===== config.mk =====
export PLATFORM = sky130hd
export DESIGN_NAME = stoch_signed_decoder_array
export DESIGN_NICKNAME = d
export VERILOG_FILES = /design/src/rtl/stoch_signed_decoder_array_pkg.sv /design/src/rtl/stoch_signed_counter.sv /design/src/rtl/stoch_signed_decoder_array.sv
export SDC_FILE = /design/constraint.sdc
export NUM_CORES = 1
export LEC_CHECK = 0
export ABC_AREA = 1
export CAP_MARGIN = 20
export CORE_ASPECT_RATIO = 1.75
export CORE_MARGIN = 2
export CORE_UTILIZATION = 45
export DETAILED_ROUTE_END_ITERATION = 10
export GPL_ROUTABILITY_DRIVEN = 1
export HOLD_SLACK_MARGIN = 0.08
export PLACE_DENSITY = 0.72
export SLEW_MARGIN = 20
export SYNTH_ARGS = -nofsm -noshare
export SYNTH_HDL_FRONTEND = slang
export SYNTH_SLANG_ARGS = --single-unit

===== constraint.sdc =====
create_clock -name CLK -period 4.2 [get_ports CLK]
set_clock_uncertainty 0.15 [all_clocks]
set_input_delay 0.63 -clock CLK [delete_from_list [all_inputs] [get_ports CLK]]
set_output_delay 0.63 -clock CLK [all_outputs]
set_load 0.01 [all_outputs]

===== src/rtl/stoch_signed_decoder_array_pkg.sv =====
`default_nettype none
// +---------------------------------------------------------------------------+
// | stoch_decode_pkg: shared state type and helpers for the signed decoder.   |
// | Rev 1.0                                                                   |
// +---------------------------------------------------------------------------+
package stoch_decode_pkg;

   typedef enum logic [1:0] {
      IDLE  = 2'd0,
      ACCUM = 2'd1,
      HOLD  = 2'd2
   } state_t;

   // Extra two bits hold the sign and the +N extreme of the range.
   function automatic int y_width(input int window_log2);
      return window_log2 + 2;
   endfunction

   localparam int DEFAULT_WINDOW_LOG2 = 8;

   typedef logic signed [y_width(DEFAULT_WINDOW_LOG2)-1:0] y_elem_t;

   function automatic logic signed [1:0] stoch_delta(input logic p, input logic m);
      return $signed({1'b0, p}) - $signed({1'b0, m});
   endfunction

endpackage
`default_nettype wire


===== src/rtl/stoch_signed_counter.sv =====
`default_nettype none
// +---------------------------------------------------------------------------+
// | stoch_signed_counter: up/down accumulator for one p/m stream pair.        |
// | Rev 1.0                                                                   |
// +---------------------------------------------------------------------------+
module stoch_signed_counter
   import stoch_decode_pkg::*;
#(
   parameter int Y_WIDTH = 10
) (
   input  logic                      CLK,
   input  logic                      nRST,
   input  logic                      clr,
   input  logic                      en,
   input  logic                      p,
   input  logic                      m,
   output logic signed [Y_WIDTH-1:0] count
);

   always_ff @(posedge CLK or negedge nRST) begin
      if (!nRST) begin
         count <= '0;
      end else if (clr) begin
         count <= '0;
      end else if (en) begin
         count <= count + Y_WIDTH'(stoch_delta(p, m));
      end
   end

endmodule
`default_nettype wire


===== src/rtl/stoch_signed_decoder_array.sv =====
`default_nettype none
// +---------------------------------------------------------------------------+
// | stoch_signed_decoder_array: windowed decode of signed stochastic streams. |
// | Optional abort input under macro STOCH_DECODE_ABORT_EN.  Rev 1.0           |
// +---------------------------------------------------------------------------+
module stoch_signed_decoder_array
   import stoch_decode_pkg::*;
#(
   parameter int  NUM_ELEMS   = 16,
   parameter int  WINDOW_LOG2 = 8,
   localparam int Y_WIDTH     = y_width(WINDOW_LOG2)
) (
   input  logic                              CLK,
   input  logic                              nRST,
   input  logic                              start,
`ifdef STOCH_DECODE_ABORT_EN
   input  logic                              abort,
`endif
   input  logic [NUM_ELEMS-1:0]              x_p,
   input  logic [NUM_ELEMS-1:0]              x_m,
   output logic                              busy,
   output logic                              y_valid,
   input  logic                              y_ready,
   output logic [NUM_ELEMS-1:0][Y_WIDTH-1:0] y
);

   state_t                 state;
   state_t                 state_next;
   logic [WINDOW_LOG2-1:0] sample_cnt;
   logic                   clr;
   logic                   acc_en;
   logic                   capture;
   logic                   abort_req;
   logic                   window_last;

`ifdef STOCH_DECODE_ABORT_EN
   assign abort_req = abort;
`else
   assign abort_req = 1'b0;
`endif

   assign window_last = (sample_cnt == {WINDOW_LOG2{1'b1}});
   assign busy        = (state == ACCUM);
   assign y_valid     = (state == HOLD);

   always_ff @(posedge CLK or negedge nRST) begin
      if (!nRST) begin
         state <= IDLE;
      end else begin
         state <= state_next;
      end
   end

   always_comb begin
      state_next = state;
      clr        = 1'b0;
      acc_en     = 1'b0;
      capture    = 1'b0;
      case (state)
         IDLE: begin
            if (start) begin
               clr        = 1'b1;
               state_next = ACCUM;
            end
         end
         ACCUM: begin
            acc_en = 1'b1;
            if (window_last) begin
               capture    = 1'b1;
               state_next = HOLD;
            end
         end
         HOLD: begin
            if (y_ready) begin
               if (start) begin
                  clr        = 1'b1;
                  state_next = ACCUM;
               end else begin
                  state_next = IDLE;
               end
            end
         end
         default: state_next = IDLE;
      endcase
      // Abort overrides every other exit; the result register is left alone.
      if (abort_req && (state != IDLE)) begin
         state_next = IDLE;
         clr        = 1'b1;
         acc_en     = 1'b0;
         capture    = 1'b0;
      end
   end

   always_ff @(posedge CLK or negedge nRST) begin
      if (!nRST) begin
         sample_cnt <= '0;
      end else if (clr) begin
         sample_cnt <= '0;
      end else if (acc_en) begin
         sample_cnt <= sample_cnt + 1'b1;
      end
   end

   for (genvar e = 0; e < NUM_ELEMS; e++) begin : g_elem
      logic signed [Y_WIDTH-1:0] count;
      logic signed [Y_WIDTH-1:0] sum_final;
      logic        [Y_WIDTH-1:0] result;

      stoch_signed_counter #(
         .Y_WIDTH (Y_WIDTH)
      ) u_cnt (
         .CLK   (CLK),
         .nRST  (nRST),
         .clr   (clr),
         .en    (acc_en),
         .p     (x_p[e]),
         .m     (x_m[e]),
         .count (count)
      );

      // The last sample lands on the capture edge, so fold it in here.
      assign sum_final = count + Y_WIDTH'(stoch_delta(x_p[e], x_m[e]));

      always_ff @(posedge CLK or negedge nRST) begin
         if (!nRST) begin
            result <= '0;
         end else if (capture) begin
            result <= sum_final;
         end
      end

      assign y[e] = result;
   end

endmodule
`default_nettype wire


==> flow_summary.toml, run 1 <==
[placement]
globalplace.congestion = 0.890
dpl_worst_slack_ps = 896
portBuffers = 197
placed_cells = 3559
dpl_cell_area_sq_um = 22500
place_hpwl_microns = 37600

[synthesis]
ys_ff_latch = 330
async_flop_share = 1.00
synth_fp_nets = 2979
avgSynthCellArea_sq_um = 6.99
synth-main-ff-cell = "dfrtp_1"
synth_top_area_cell = "dfrtp_1"
synth-edff-count = 0
syn-cell-area_sq_um = 20100
ys.warnings.count = 0
synth_area_leaders = "dfrtp_1 (41%), nand2_1 (20%), nand3_1 (7.9%)"
synthDistinctLibCells = 39
ys_seq_area_frac = 0.411
yosysTopAreaCellShare = 0.411
synth_cells = 2875

[floorplan]
core_area_sq_um = 44200
rows = 102
die_y_microns = 283
start_util = 0.455
ios = 198
die_x_microns = 164
die_area_sq_um = 46400

[status]
outcome = "finished, final reports clean"

[route]
drc = 0
postRouteAntennaNets = 0
drt_pass1_iterations = 7
viasPerCell = 5.25
vias = 19000
drtIter0Drc = 1053
avgRoutedWirePerCell_microns = 15.0
wirelength_microns = 54300

[layout]
synthToLayoutAreaGrowth_pct = 17.9
diodes = 0
utilization = 0.536
nFillCells = 4343
final_cell_area_sq_um = 23700
final_common_cell = "nand2_1"
final_nets = 3129
layout_common_cells = "nand2_1 (1057), dfrtp_1 (330), nand3_1 (316)"
stdcell_count = 3621
drive_gt1_frac = 0.0295

[setup_path]
required_ps = 3420
crit_path_end_kind = "output port"
criticalPathCategory = "reg -> out"
r2r_cells = 8
cp_max_fo = 35
critPathArrivalTime_ps = 2370
startpoint_type = "flip-flop"
r2r_setup_slack_ps = 1340

[hold_path]
hold_class = "reg -> reg"
hold_path_depth = 2

[sta]
max_freq_mhz = 318
relSlewSlack = 0.246
tightestPinTransition_ps = 1130
fin_crit_sh = 0.750
fin_crit_ps = 3150
rsz0062_at_grt = "no"
finalMaxSlewViolations = 0
fin_hold_ws_ps = 330
setup_tns_ps = 0
fin_ws_ps = 1050
finalHoldViolCount = 0
setup_viol = 0

[clock_network]
clock_latency_ps = 540
cts_tree = "done"
root_buffer = "clkbuf_16"
path_clk_slew_ps = 60
clockBufferDepth = 3
clock-sinks = 330
cts_hold_buf = 1
cts_buffers = 35
h-tree-depth = 2
postCtsResizedCells = 0
cts_setup_buffers = 0

[global_route]
grt_overflow_total = 0
grt_pass1_vias = 18700
antenna_found_initial = 0
grt_first_pass_wirelength_microns = 90000
grt_start_max_net_pins = 136
grt_util_all_layers = 0.236

[power_and_ir_drop]
totalPowerFinal_mw = 13.3
leakage_nw = 12.2
powerDensity_nw_per_um2 = 561
ir_worst_vdd_mv = 0.346

[flow_run]
maxCapViolCount = 0
[critical path, stage by stage (launching register included)]
cell and delay (ps):
dfrtp_1 450, nand2_4 380, clkinv_2 400, clkdlybuf4s50_1 580
[worst paths after layout]
check / startpoint / end
min in group asynchronous: nRST / g_elem[4].u_cnt.count[6]
worst min-delay path: g_elem[5].result[7] / g_elem[5].result[7]
worst max register to register: sample_cnt[0] / g_elem[5].result[5]
worst max-delay path: state[0] / busy
max in group asynchronous: nRST / g_elem[10].result[4]
worst min register to register: g_elem[5].result[7] / g_elem[5].result[7]
[synthesized netlist by cell type (all sizes together) (15+ instances only)]
cell / number
nand3: 317
nor2: 235
ha: 68
nand3b: 57
dfrtp: 330
clkbuf: 37
xnor2: 60
nand2: 1058
o21ai: 224
buf: 64
o22ai: 36
nand4: 18
inv: 314
xor2: 15
[cell type report]
type	instances	area [sq um]	share of cell area
Clock buffer	48	1040	0.0438
Sequential cell	330	8260	0.349
Tap cell	572	716	0.0302
Clock inverter	13	181	0.00766
Inverter	314	1190	0.0501
Multi-Input combinational cell	2130	10200	0.429
Timing Repair Buffer	214	2160	0.0911
[sequential cells by signal, indices dropped and copies added, names as in the netlist]
signal,cells
state,2
sample_cnt,8
g_elem.result,160
g_elem.u_cnt.count,160
[cells by family after synthesis]
group	Yosys count	share of synthesized area
adders and majority gates	68	0.0424
DFF	330	0.411
AOI/OAI and AO/OA	293	0.0782
xor gates and xnor gates	75	0.0327
buffers and inverters	415	0.0839
and+or+nand+nor	1694	0.352
[report_power, final]
part	leakage, nW	switching (mW)	internal, mW
combinational	8.24	3.27	1.88
sequential	3.41	0.812	4.02
clock	0.596	1.33	1.98
total	12.2	5.41	7.88
[metal layers]
| metal | part of all wire | vias up | global-route usage |
|---|---|---|---|
| met5 | 0 | - | 0 |
| met4 | 0.043 | 0 | 0.103 |
| met3 | 0.038 | 131 | 0.0281 |
| met2 | 0.53 | 419 | 0.441 |
| met1 | 0.39 | 9006 | 0.263 |
| li1 | - | 9452 | - |
No activity file was read; power rests on OpenSTA's default activity.
==> inputs of run 2 (changes only) <==
--- a/config.mk
+++ b/config.mk
@@ -13,7 +13,7 @@
 export DETAILED_ROUTE_END_ITERATION = 10
 export GPL_ROUTABILITY_DRIVEN = 1
 export HOLD_SLACK_MARGIN = 0.08
-export PLACE_DENSITY = 0.72
+export PLACE_DENSITY = 0.75
 export SLEW_MARGIN = 20
 export SYNTH_ARGS = -nofsm -noshare
 export SYNTH_HDL_FRONTEND = slang
==> constraint.sdc (replaced) <==
create_clock -name CLK -period 2.7 [get_ports CLK]
set_clock_uncertainty 0.15 [all_clocks]
set_input_delay 0.405 -clock CLK [delete_from_list [all_inputs] [get_ports CLK]]
set_output_delay 0.405 -clock CLK [all_outputs]
set_load 0.01 [all_outputs]
==> run 2 against run 1 <==
Total power is 63% higher. Final cell count is 4.0% higher. Critical path type unchanged. Worst hold slack worse by 100 ps. Design area is 4.8% higher. Global-route usage is 1.1 points higher. Clock-buffer cell count is 7 lower. Critical path depth stayed put. Utilization is 2.6 points higher.
==> flow_summary.toml, run 2 (same netlist as run 1, synthesis figures left out) <==
[status]
outcome = "finished, final reports clean"

[global_route]
grt_overflow_total = 0
grtUsageMet3 = 0.0317
antenna_found_initial = 0
grt_util_all_layers = 0.247
grt_pass1_vias = 20000
grt_busiest_layer = "met2"
grt_start_max_net_pins = 79
grt_util_met2 = 0.468
grt_first_pass_wirelength_microns = 94000
grt_util_met1 = 0.257

[setup_path]
critPathMaxStageDelay_ps = 530
startpoint = "state[0]"
r2r_cells = 8
startpoint_type = "flip-flop"
r2r_setup_slack_ps = 400
critical_path_buf_inv_count = 2
r2r_start = "sample_cnt[0]"
criticalPathCategory = "reg -> out"
cp_max_fo = 25
cp_slowest_cell = "clkdlybuf4s50_1"
critPathArrivalTime_ps = 2030
path_delay_family = "buffers and inverters"
path_cells = "nand2_4, clkinv_2, clkdlybuf4s50_1"
endpoint = "busy"
crit_cells = 3
crit_path_end_kind = "output port"
r2r-end = "g_elem[8].result[7]"
required_ps = 2140

[clock_network]
clock-sinks = 330
root_buffer = "clkbuf_16"
path_clk_slew_ps = 70
clockBufferDepth = 3
clock_latency_ps = 550
postCtsResizedCells = 0
h-tree-depth = 2
cts_tree = "done"
cts_buffers = 34

[placement]
globalplace.congestion = 0.898
place_hpwl_microns = 40800
portBuffers = 197

[floorplan]
die_y_microns = 283
die_area_sq_um = 46400
start_util = 0.455
core_area_sq_um = 44200
die_x_microns = 164
ios = 198
rows = 102

[sta]
relSlewSlack = 0.546
finalHoldViolCount = 0
setup_tns_ps = 0
tightestPinTransition_ps = 681
rsz0062_at_grt = "no"
fin_crit_ps = 2580
fin_crit_sh = 0.956
setup_viol = 0
max_freq_mhz = 387
finalMaxSlewViolations = 0

[layout]
layout_common_cells = "nand2_1 (1057), dfrtp_1 (330), nand3_1 (316)"
final_nets = 3272
utilization = 0.562
drive_gt1_frac = 0.0733
top_regs = "g_elem.result x160, g_elem.u_cnt.count x160, sample_cnt x8"
diodes = 0
final_common_cell = "nand2_1"
synthToLayoutAreaGrowth_pct = 23.6

[hold_path]
hold_class = "in -> async"

[route]
vias = 19700
drt_pass1_iterations = 5
drc = 0
wirelength_microns = 57000
postRouteAntennaNets = 0
avgRoutedWirePerCell_microns = 15.1
viasPerCell = 5.24
drtIter0Drc = 1099

[power_and_ir_drop]
leakage_nw = 12.9
powerDensity_nw_per_um2 = 871
ir_worst_vdd_mv = 0.648

[flow_run]
maxCapViolCount = 0
[run 2: cell count changes in the layout (fill, tap and decap cells not counted), sizes merged]
cell	previous run	this run
buf	17	161
bufinv	4	5
clkbuf	48	41
clkinvlp	2	6
inv	313	315
[run 2: what timing repair did]
action | 4_1_cts | 5_1_grt
hold buffers | 1 | 0
buffers inserted | 0 | 0
endpoints found under the setup margin | 0 | 0
endpoints found under the hold margin | 160 | 0
[run 2: worst reg2reg max path: stages, from the launching register on]
cell     delay, ps
dfrtp_1        390
ha_1           180
nand2_1         90
nor3_2         270
nand3_2        150
nor2_4         200
buf_12         420
nand3_1        290
nand2_1        100
[run 2: metrics by stage]
step / worst slack, ps / power, mW / hold WS, ps / area (sq um) / std cells
6_report: 118 / 21.6 / 228 / 24800 / 3765
5_1_grt: 12.3 / 23.3 / 286 / 24800 / 3765
4_1_cts: 70.9 / 21.7 / 235 / 24800 / 3765
3_5_place_dp: -85.1 / 16.5 / 218 / 23600 / 3703
3_3_place_gp: -37.9 / 16.2 / 214 / 23600 / 3703
2_1_floorplan: 560 / 13.6 / -40.6 / 20100 / 2875
[run 2: worst min-delay path by stage]
stage,startpoint,to,slack (ps),cells past startpoint
after floorplan,nRST,g_elem[0].result[0],-40,0
after global placement,nRST,g_elem[4].u_cnt.count[7],210,1
after detailed placement,nRST,g_elem[11].result[1],220,1
after CTS,nRST,g_elem[11].result[1],240,2
after global routing,nRST,g_elem[11].result[2],290,2
final,nRST,g_elem[11].result[1],230,2
[run 2: power breakdown]
group / switching (mW) / internal (mW)
sequential: 1.25 / 6.26
combinational: 5.44 / 3.63
clock: 2.12 / 2.91
total: 8.81 / 12.8
[run 2: cell type report]
type	count	area, sq um
Sequential cell	330	8260
Fill cell	4184	19300
Clock buffer	41	907
Clock inverter	20	267
Multi-Input combinational cell	2130	10200
Timing Repair Buffer	358	3340
Tap cell	572	716
Inverter	314	1190
[run 2: metal layers]
layer / vias to the layer above / wire length [microns]
met5: - / 0
met4: 0 / 3090
met3: 177 / 2230
met2: 536 / 30400
met1: 9300 / 21300
li1: 9724 / -
==> inputs of run 3 (changes only) <==
--- a/config.mk
+++ b/config.mk
@@ -6,14 +6,13 @@
 export NUM_CORES = 1
 export LEC_CHECK = 0
 export ABC_AREA = 1
-export CAP_MARGIN = 20
 export CORE_ASPECT_RATIO = 1.75
 export CORE_MARGIN = 2
 export CORE_UTILIZATION = 45
 export DETAILED_ROUTE_END_ITERATION = 10
 export GPL_ROUTABILITY_DRIVEN = 1
 export HOLD_SLACK_MARGIN = 0.08
-export PLACE_DENSITY = 0.75
+export PLACE_DENSITY = 0.72
 export SLEW_MARGIN = 20
 export SYNTH_ARGS = -nofsm -noshare
 export SYNTH_HDL_FRONTEND = slang
==> constraint.sdc (replaced) <==
create_clock -name CLK -period 3.2 [get_ports CLK]
set_clock_uncertainty 0.15 [all_clocks]
set_input_delay 0.48 -clock CLK [delete_from_list [all_inputs] [get_ports CLK]]
set_output_delay 0.48 -clock CLK [all_outputs]
set_load 0.01 [all_outputs]
==> run 3 against run 2 <==
First-iteration DRC count shrank 4.2%. Global-route usage decreased by 0.83 points. Critical path depth unchanged. Critical endpoint unchanged. Die area did not move. Sequential power decreased by 15%. Design area down 3.3%. Clock power fell by 9.7%.
==> flow_summary.toml, run 3 (same netlist as run 1, synthesis figures left out) <==
[status]
outcome = "finished, final reports clean"

[sta]
relSlewSlack = 0.493
setup_viol = 0
fin_ws_ps = 266
tightestPinTransition_ps = 760
fin_crit_sh = 0.917
finalMaxSlewViolations = 0
finalHoldViolCount = 0
fin_crit_ps = 2930
max_freq_mhz = 341
rsz0062_at_grt = "no"
setup_tns_ps = 0

[layout]
regArea_sq_um = 8260
diodes = 0
utilization = 0.543
multiInputGateArea_sq_um = 10200
nFillCells = 4240
drive_gt1_frac = 0.0377
final_common_cell = "nand2_1"
top_regs = "g_elem.result x160, g_elem.u_cnt.count x160, sample_cnt x8"
final_nets = 3151
synthToLayoutAreaGrowth_pct = 19.5
layout_common_cells = "nand2_1 (1057), dfrtp_1 (330), nand3_1 (316)"

[floorplan]
ios = 198
die_y_microns = 283
start_util = 0.455
rows = 102
die_x_microns = 164
core_area_sq_um = 44200
die_area_sq_um = 46400

[setup_path]
criticalPathCategory = "reg -> out"
crit_path_end_kind = "output port"
startpoint_type = "flip-flop"
required_ps = 2570
critPathArrivalTime_ps = 2300
cp_max_fo = 31

[route]
vias = 19200
drc = 0
met3_length_microns = 2000
viasPerCell = 5.25
avgRoutedWirePerCell_microns = 15.0
dr_wl_met2_microns = 28800
dr.max_layer_used = "met5"
postRouteAntennaNets = 0
drt_pass1_iterations = 5
drtIter0Drc = 1053
met1Wirelength_microns = 21400
wirelength_microns = 54900

[placement]
dpl_worst_slack_ps = 185
portBuffers = 197
globalplace.congestion = 0.910
place_hpwl_microns = 38000

[global_route]
grt_pass1_vias = 19300
grt_overflow_total = 0
grt_first_pass_wirelength_microns = 91500
grt_util_all_layers = 0.238
grt_start_max_net_pins = 124
antenna_found_initial = 1

[clock_network]
root_buffer = "clkbuf_16"
path_clk_slew_ps = 60
cts_setup_buffers = 0
clockBufferDepth = 3
postCtsResizedCells = 0
h-tree-depth = 2
cts_tree = "done"
cts_buffers = 36
clock-sinks = 330
clock_latency_ps = 530

[power_and_ir_drop]
powerDensity_nw_per_um2 = 739
switching_share = 0.405
comb_power_share = 0.385
netSwitchingPower_mw = 7.18
leakage_nw = 12.4
ir_worst_vdd_mv = 0.434
p_int_mw = 10.6
clock_power_share = 0.256
seqPwrFrac = 0.359

[flow_run]
maxCapViolCount = 0

[hold_path]
hold_class = "reg -> reg"
-- run 3: cell types whose count changed in the layout (fill, tap and decap cells not counted) --
cell        before  now
clkbuf_1         4    2
inv_6            2    0
clkinv_2         5    6
buf_4          148   27
clkinv_8         1    0
clkbuf_8         3   11
clkinvlp_4       6    2
clkbuf_16       34   37
buf_12          12   10
-- run 3: worst max-delay path, cell delays in order, from the launching register on --
cell,delay [ps]
dfrtp_1,460
nand2_4,400
clkinv_2,340
clkdlybuf4s50_1,570
-- run 3: stage by stage --
step | std cells | hold WS [ps] | instance area (sq um) | total power [mW]
3_3_place_gp | 3580 | 313 | 22700 | 12.9
3_5_place_dp | 3580 | 314 | 22700 | 13.2
6_report | 3645 | 326 | 24000 | 17.7
2_1_floorplan | 2875 | 34.4 | 20100 | 11.5
4_1_cts | 3645 | 332 | 24000 | 17.8
5_1_grt | 3645 | 355 | 24000 | 19.2
-- run 3: final cells by class --
type	count	share of cell area
clock buffer	50	0.0452
clock inverter	14	0.00866
inverter	314	0.0495
multi-input combinational	2130	0.423
sequential	330	0.344
tap	572	0.0298
timing repair buffer	235	0.0996
-- run 3: metal layers --
layer | vias to the layer above | track usage
met5 | - | 0
met2 | 489 | 0.443
met3 | 173 | 0.0272
met4 | 2 | 0.120
li1 | 9488 | -
met1 | 9001 | 0.262
-- run 3: path summary, 6_finish.rpt --
path | start | to | slack [ps] | cells past startpoint
max | state[0] | busy | 270 | 3
max reg2reg | state[0] | g_elem[5].u_cnt.count[6] | 690 | 6
min | g_elem[10].result[6] | g_elem[10].result[6] | 330 | 2
max in group asynchronous | nRST | g_elem[1].result[6] | 1670 | 3
min reg2reg | g_elem[10].result[6] | g_elem[10].result[6] | 330 | 2
min in group asynchronous | nRST | g_elem[4].result[7] | 340 | 2
-- run 3: power groups by stage --
stage / sequential, mW / combinational [mW] / clock, mW
detailed placement: 6.38 / 6.79 / 0
finish: 6.36 / 6.83 / 4.54
global route: 6.52 / 7.87 / 4.79
floorplan: 6.10 / 5.37 / 0
global placement: 6.34 / 6.53 / 0
CTS: 6.33 / 6.82 / 4.64
-- run 3: timing repair --
| action | 4_1_cts | 5_1_grt |
|---|---|---|
| hold buffers | 1 | 0 |
| hold endpoints to repair | 59 | 0 |
| endpoints found under the setup margin | 0 | 0 |
==> RTL change 1 (flow settings as in run 2) <==
Change the parameter `WINDOW_LOG2` from 8 to 6.
--- a/src/rtl/stoch_signed_decoder_array.sv
+++ b/src/rtl/stoch_signed_decoder_array.sv
@@ -8,5 +8,5 @@
 #(
    parameter int  NUM_ELEMS   = 16,
-   parameter int  WINDOW_LOG2 = 8,
+   parameter int  WINDOW_LOG2 = 6,
    localparam int Y_WIDTH     = y_width(WINDOW_LOG2)
 ) (
Interface: changed (resized y); port bits go from 198 to 166. The function was not compared with the original's and may differ.
==> RTL change 1 against run 2 <==
Setup slack gained 100 ps; routed wire length fell by 25%; area after synthesis fell by 19%; sequential cell count down 66; combinational power decreased by 4.2%; critical path depth unchanged; utilization shrank 2.0 points; final area shrank 22%; maximum frequency rose by 4.0%; clock power is 22% lower; power decreased by 11%.
==> RTL change 1: results (changes against run 2) <==
critical path's largest stage delay 600 ps (+70 ps); adder and majority gate portion of the synthesized area 5.09% (+0.86 points); Distinct cells, synth 33 (-15%); routability cong. 0.902 (+0.42%); maximum vdd drop 593 uV (-8.5%); Post-layout nets 2643 (-19%); synth warn 0 (unchanged); top flop regs g_elem.result (128), g_elem.u_cnt.count (128), sample_cnt (6); commonest cells in the netlist 962 x nand2_1, 312 x inv_1, 269 x nand3_1; vias in the first global route 15589 (-22%); worst r2r dst state[1]; WL final 42800 um (-25%); Post-Syn Nets 2482 (-17%); via/cell ratio 5.18 (-1.3%); Post-Layout Cell Count 3028 (-20%); cts bufs inserted 26 (-24%); Slew headroom 51.5% (-3.1 points); status finished clean; cells after synthesis 2380 (-17%); critical path arrival 1930 ps (-100 ps); hpwl dp 29900 um (-27%); Synth Area in XOR/XNOR 1.84% (-1.4 points); Tot GR Track Use 22.8% (-1.9 points); largest net degree at the start of global routing 84 (+6.3%); P_leak 10.6 nW (-18%); Area contributors post-synth dfrtp_1 41%, nand2_1 22%, nand3_1 8.3%; first-pass GRT wire length 71400 um (-24%); share of cells above drive strength 1 4.61% (-2.7 points); Compound-Gate Fraction of Synth Area 6.68% (-1.1 points); Reg2Reg Setup Slack 380 ps (-20 ps); Crit Path Max Fanout 4 (-84%); 1st-pass router iterations 6 (+1)
## RTL change 1: metal layers
layer	track usage, %	up-vias	wire length [um]
met2	44.3	461	22800
met3	2.75	130	2030
met5	0	-	0
li1	-	7754	-
met4	11.3	0	1840
met1	23.9	7327	16100
## RTL change 1: how the worst min path moves through the flow
stage / slack [ps] / cells past startpoint / from / endpoint
floorplan: -40 / 0 / nRST / g_elem[0].result[0]
global placement: 290 / 1 / nRST / g_elem[3].result[5]
detailed placement: 300 / 1 / nRST / g_elem[3].result[0]
CTS: 310 / 2 / nRST / g_elem[3].result[2]
global route: 340 / 2 / nRST / g_elem[3].result[2]
finish: 270 / 2 / nRST / g_elem[3].result[0]
## RTL change 1: layout make-up
type | instances | area (sq um)
Tap cell | 470 | 588
Timing Repair Buffer | 206 | 2050
Inverter | 317 | 1190
Multi-Input combinational cell | 1726 | 8060
Clock buffer | 34 | 742
Sequential cell | 264 | 6610
Fill cell | 3422 | 16400
Clock inverter | 11 | 166
## RTL change 1: power by group
group	total, mW	internal, mW	switching [mW]
clock network	3.94	2.31	1.63
logic	8.69	3.48	5.22
registers	6.68	5.48	1.20
## RTL change 1: what timing repair did
| item | CTS | global route |
|---|---|---|
| hold endpoints to repair | 67 | 0 |
| hold buffers | 1 | 0 |
| setup endpoints to repair | 0 | 0 |
## RTL change 1: kinds of logic after synthesis
logic type      Yosys count
flops                   264
xor+xnor                 34
buf+inv                 390
compound gates          195
fa+ha+maj                66
simple gates           1431
## RTL change 1: through the flow
step / hold WS [ps] / area [sq um] / power (mW) / util, % / worst slack [ps]
detailed placement: 299 / 18500 / 15.4 / 51.7 / 54.9
CTS: 305 / 19400 / 19.4 / 54.2 / 196
finish: 272 / 19400 / 19.3 / 54.2 / 217
global placement: 293 / 18500 / 15.0 / 51.7 / 93.2
floorplan: -40.6 / 16200 / 12.6 / - / 713
global route: 341 / 19400 / 21.0 / 54.2 / 171
==> RTL change 2 (flow settings as in run 2) <==
Made on the original files. Make the reset (`nRST`) synchronous in 4 clocked blocks.
--- a/src/rtl/stoch_signed_counter.sv
+++ b/src/rtl/stoch_signed_counter.sv
@@ -18,5 +18,5 @@
 );
 
-   always_ff @(posedge CLK or negedge nRST) begin
+   always_ff @(posedge CLK) begin
       if (!nRST) begin
          count <= '0;
--- a/src/rtl/stoch_signed_decoder_array.sv
+++ b/src/rtl/stoch_signed_decoder_array.sv
@@ -44,5 +44,5 @@
    assign y_valid     = (state == HOLD);
 
-   always_ff @(posedge CLK or negedge nRST) begin
+   always_ff @(posedge CLK) begin
       if (!nRST) begin
          state <= IDLE;
@@ -92,5 +92,5 @@
    end
 
-   always_ff @(posedge CLK or negedge nRST) begin
+   always_ff @(posedge CLK) begin
       if (!nRST) begin
          sample_cnt <= '0;
@@ -122,5 +122,5 @@
       assign sum_final = count + Y_WIDTH'(stoch_delta(x_p[e], x_m[e]));
 
-      always_ff @(posedge CLK or negedge nRST) begin
+      always_ff @(posedge CLK) begin
          if (!nRST) begin
             result <= '0;
Behaviour: differs if nRST is asserted again (counterexample within 4 cycles, from zero or initial values and one cycle with nRST low); with nRST held inactive, the same outputs for 4 cycles.
==> RTL change 2 against run 2 <==
Utilization decreased by 0.50 points; final area increased by 3.1%; first-iteration DRC count decreased by 12%; critical endpoint is now g_elem[10].result[4]; setup slack improved by 160 ps; sequential cell count unchanged; area after synthesis increased by 4.0%; routed wire length increased by 0.12%; sequential share of layout area decreased by 7.5 points; critical path type is now flop to flop; via count increased by 8.6%.
Power is not compared: it rests on default switching activity, and its combinational part moved more than twofold at a synthesized area within 25%.
==> RTL change 2: results (changes against run 2) <==
status finished clean; metal3 WL 2340 um (+5.2%); first-pass GRT wire length 93900 um (-0.15%); WL final 57100 um (+0.12%); Primary FF master, synth dfxtp_1; vias in the first global route 20296 (+1.5%); initial antenna violation count 0 (unchanged); share of cells above drive strength 1 6.59% (-0.74 points); critical path arrival 2710 ps (+680 ps); final count of pins violating max slew 0 (unchanged); Tightest Hold Check Type primary input to flop; Setup Fix Bufs, Post-CTS 0 (unchanged); P_leak 13.5 nW; Distinct cells, synth 32 (-18%); DRT met1 WL 22200 um (+3.9%); Root Driver clkbuf_16; cells after synthesis 3424 (+19%); Antenna Cells 0 (unchanged); critical path's largest stage delay 360 ps (-170 ps); routability cong. 0.949 (+5.7%); crit path launch type flop; Area contributors post-synth dfxtp_1 32%, nand2_1 17%, inv_1 11%; Post-layout nets 3792 (+16%); Crit-path slowest cell dfxtp_1; CP delay by family, top simple AND/OR/NAND/NOR gates; First DRT Iteration DRCs 966 (-12%); later-pin clock latency in the skew report 520 ps (-30 ps); met2 WL 29800 um (-1.8%); top layer in use met4; RR Startpoint sample_cnt[1]; Cells after DPL 4236 (+14%); cts bufs inserted 36 (+5.9%); Post-synth ARST share 0% (-100 points); Crit Path Max Fanout 44 (+76%); hpwl dp 40400 um (-0.86%); Hold Startpoint nRST; Post-Layout Cell Count 4300 (+14%); synth warn 0 (unchanged); post-CTS sizing 0 (unchanged); commonest cells in the netlist 960 x nand2_1, 601 x inv_1, 373 x nand3_1; largest net degree at the start of global routing 181 (+130%); top flop regs g_elem.result (160), g_elem.u_cnt.count (160), sample_cnt (8); via/cell ratio 4.98 (-4.9%); Slew headroom 31.1% (-23 points); Area after DPL 24300 sq um (+2.7%); # fillers 4485 (+7.2%); Tot GR Track Use 23.2% (-1.5 points); Post-Syn Nets 3525 (+18%); 1st-pass router iterations 7 (+2); register area share after synthesis 31.6% (-9.5 points); H-tree depth 2 (unchanged); Max Root-Sink Buffers 3 (unchanged)
-- RTL change 2: cells by family after synthesis --
| kind of cell | Yosys count | share of synthesized area (%) |
|---|---|---|
| adders and majority gates | 65 | 3.89 |
| and+or+nand+nor | 1743 | 34.1 |
| AOI/OAI and AO/OA | 470 | 12.9 |
| xor gates and xnor gates | 72 | 3.06 |
| buffers and inverters | 744 | 14.4 |
| DFF | 330 | 31.6 |
-- RTL change 2: through the flow --
stage	setup TNS, ps	setup slack, ps
global placement	-487	-54.2
CTS	0	256
floorplan	0	513
finish	0	275
global route	0	64.6
detailed placement	-1840	-92.5
-- RTL change 2: final timing paths --
kind	to	slack [ps]	cells past startpoint
min	g_elem[8].result[1]	200	3
min reg2reg	g_elem[11].u_cnt.count[0]	320	2
max	g_elem[10].result[4]	270	10
max reg2reg	g_elem[10].result[4]	270	10
-- RTL change 2: where the power goes --
part	total, mW	internal (mW)	switching, mW
Clock	5.52	3.39	2.14
Combinational	1.96	0.738	1.22
Sequential	5.12	5.00	0.118
Total	12.6	9.13	3.48
-- RTL change 2: layout make-up --
cell class | count | area, sq um | share of cell area [%]
clock buffer | 45 | 1030 | 4.01
sequential | 330 | 6610 | 25.8
clock inverter | 19 | 298 | 1.16
timing repair buffer | 368 | 3380 | 13.2
inverter | 605 | 2290 | 8.93
tap | 583 | 729 | 2.85
multi-input combinational | 2350 | 11300 | 44.0
-- RTL change 2: metal layers --
layer  GRT usage (%)  up-vias
li1                -    11138
met1            24.5     9613
met2            44.7      513
met3            2.79      162
met4            12.0        0
met5               0        -
-- RTL change 2: worst reg2reg max path: stages, from the launching register on --
cell	delay (ps)
dfxtp_1	360
ha_1	180
inv_1	70
nor2_2	170
and3_2	260
nand4_4	150
inv_8	310
buf_4	400
nand2_1	160
nand2_1	90
inv_1	30
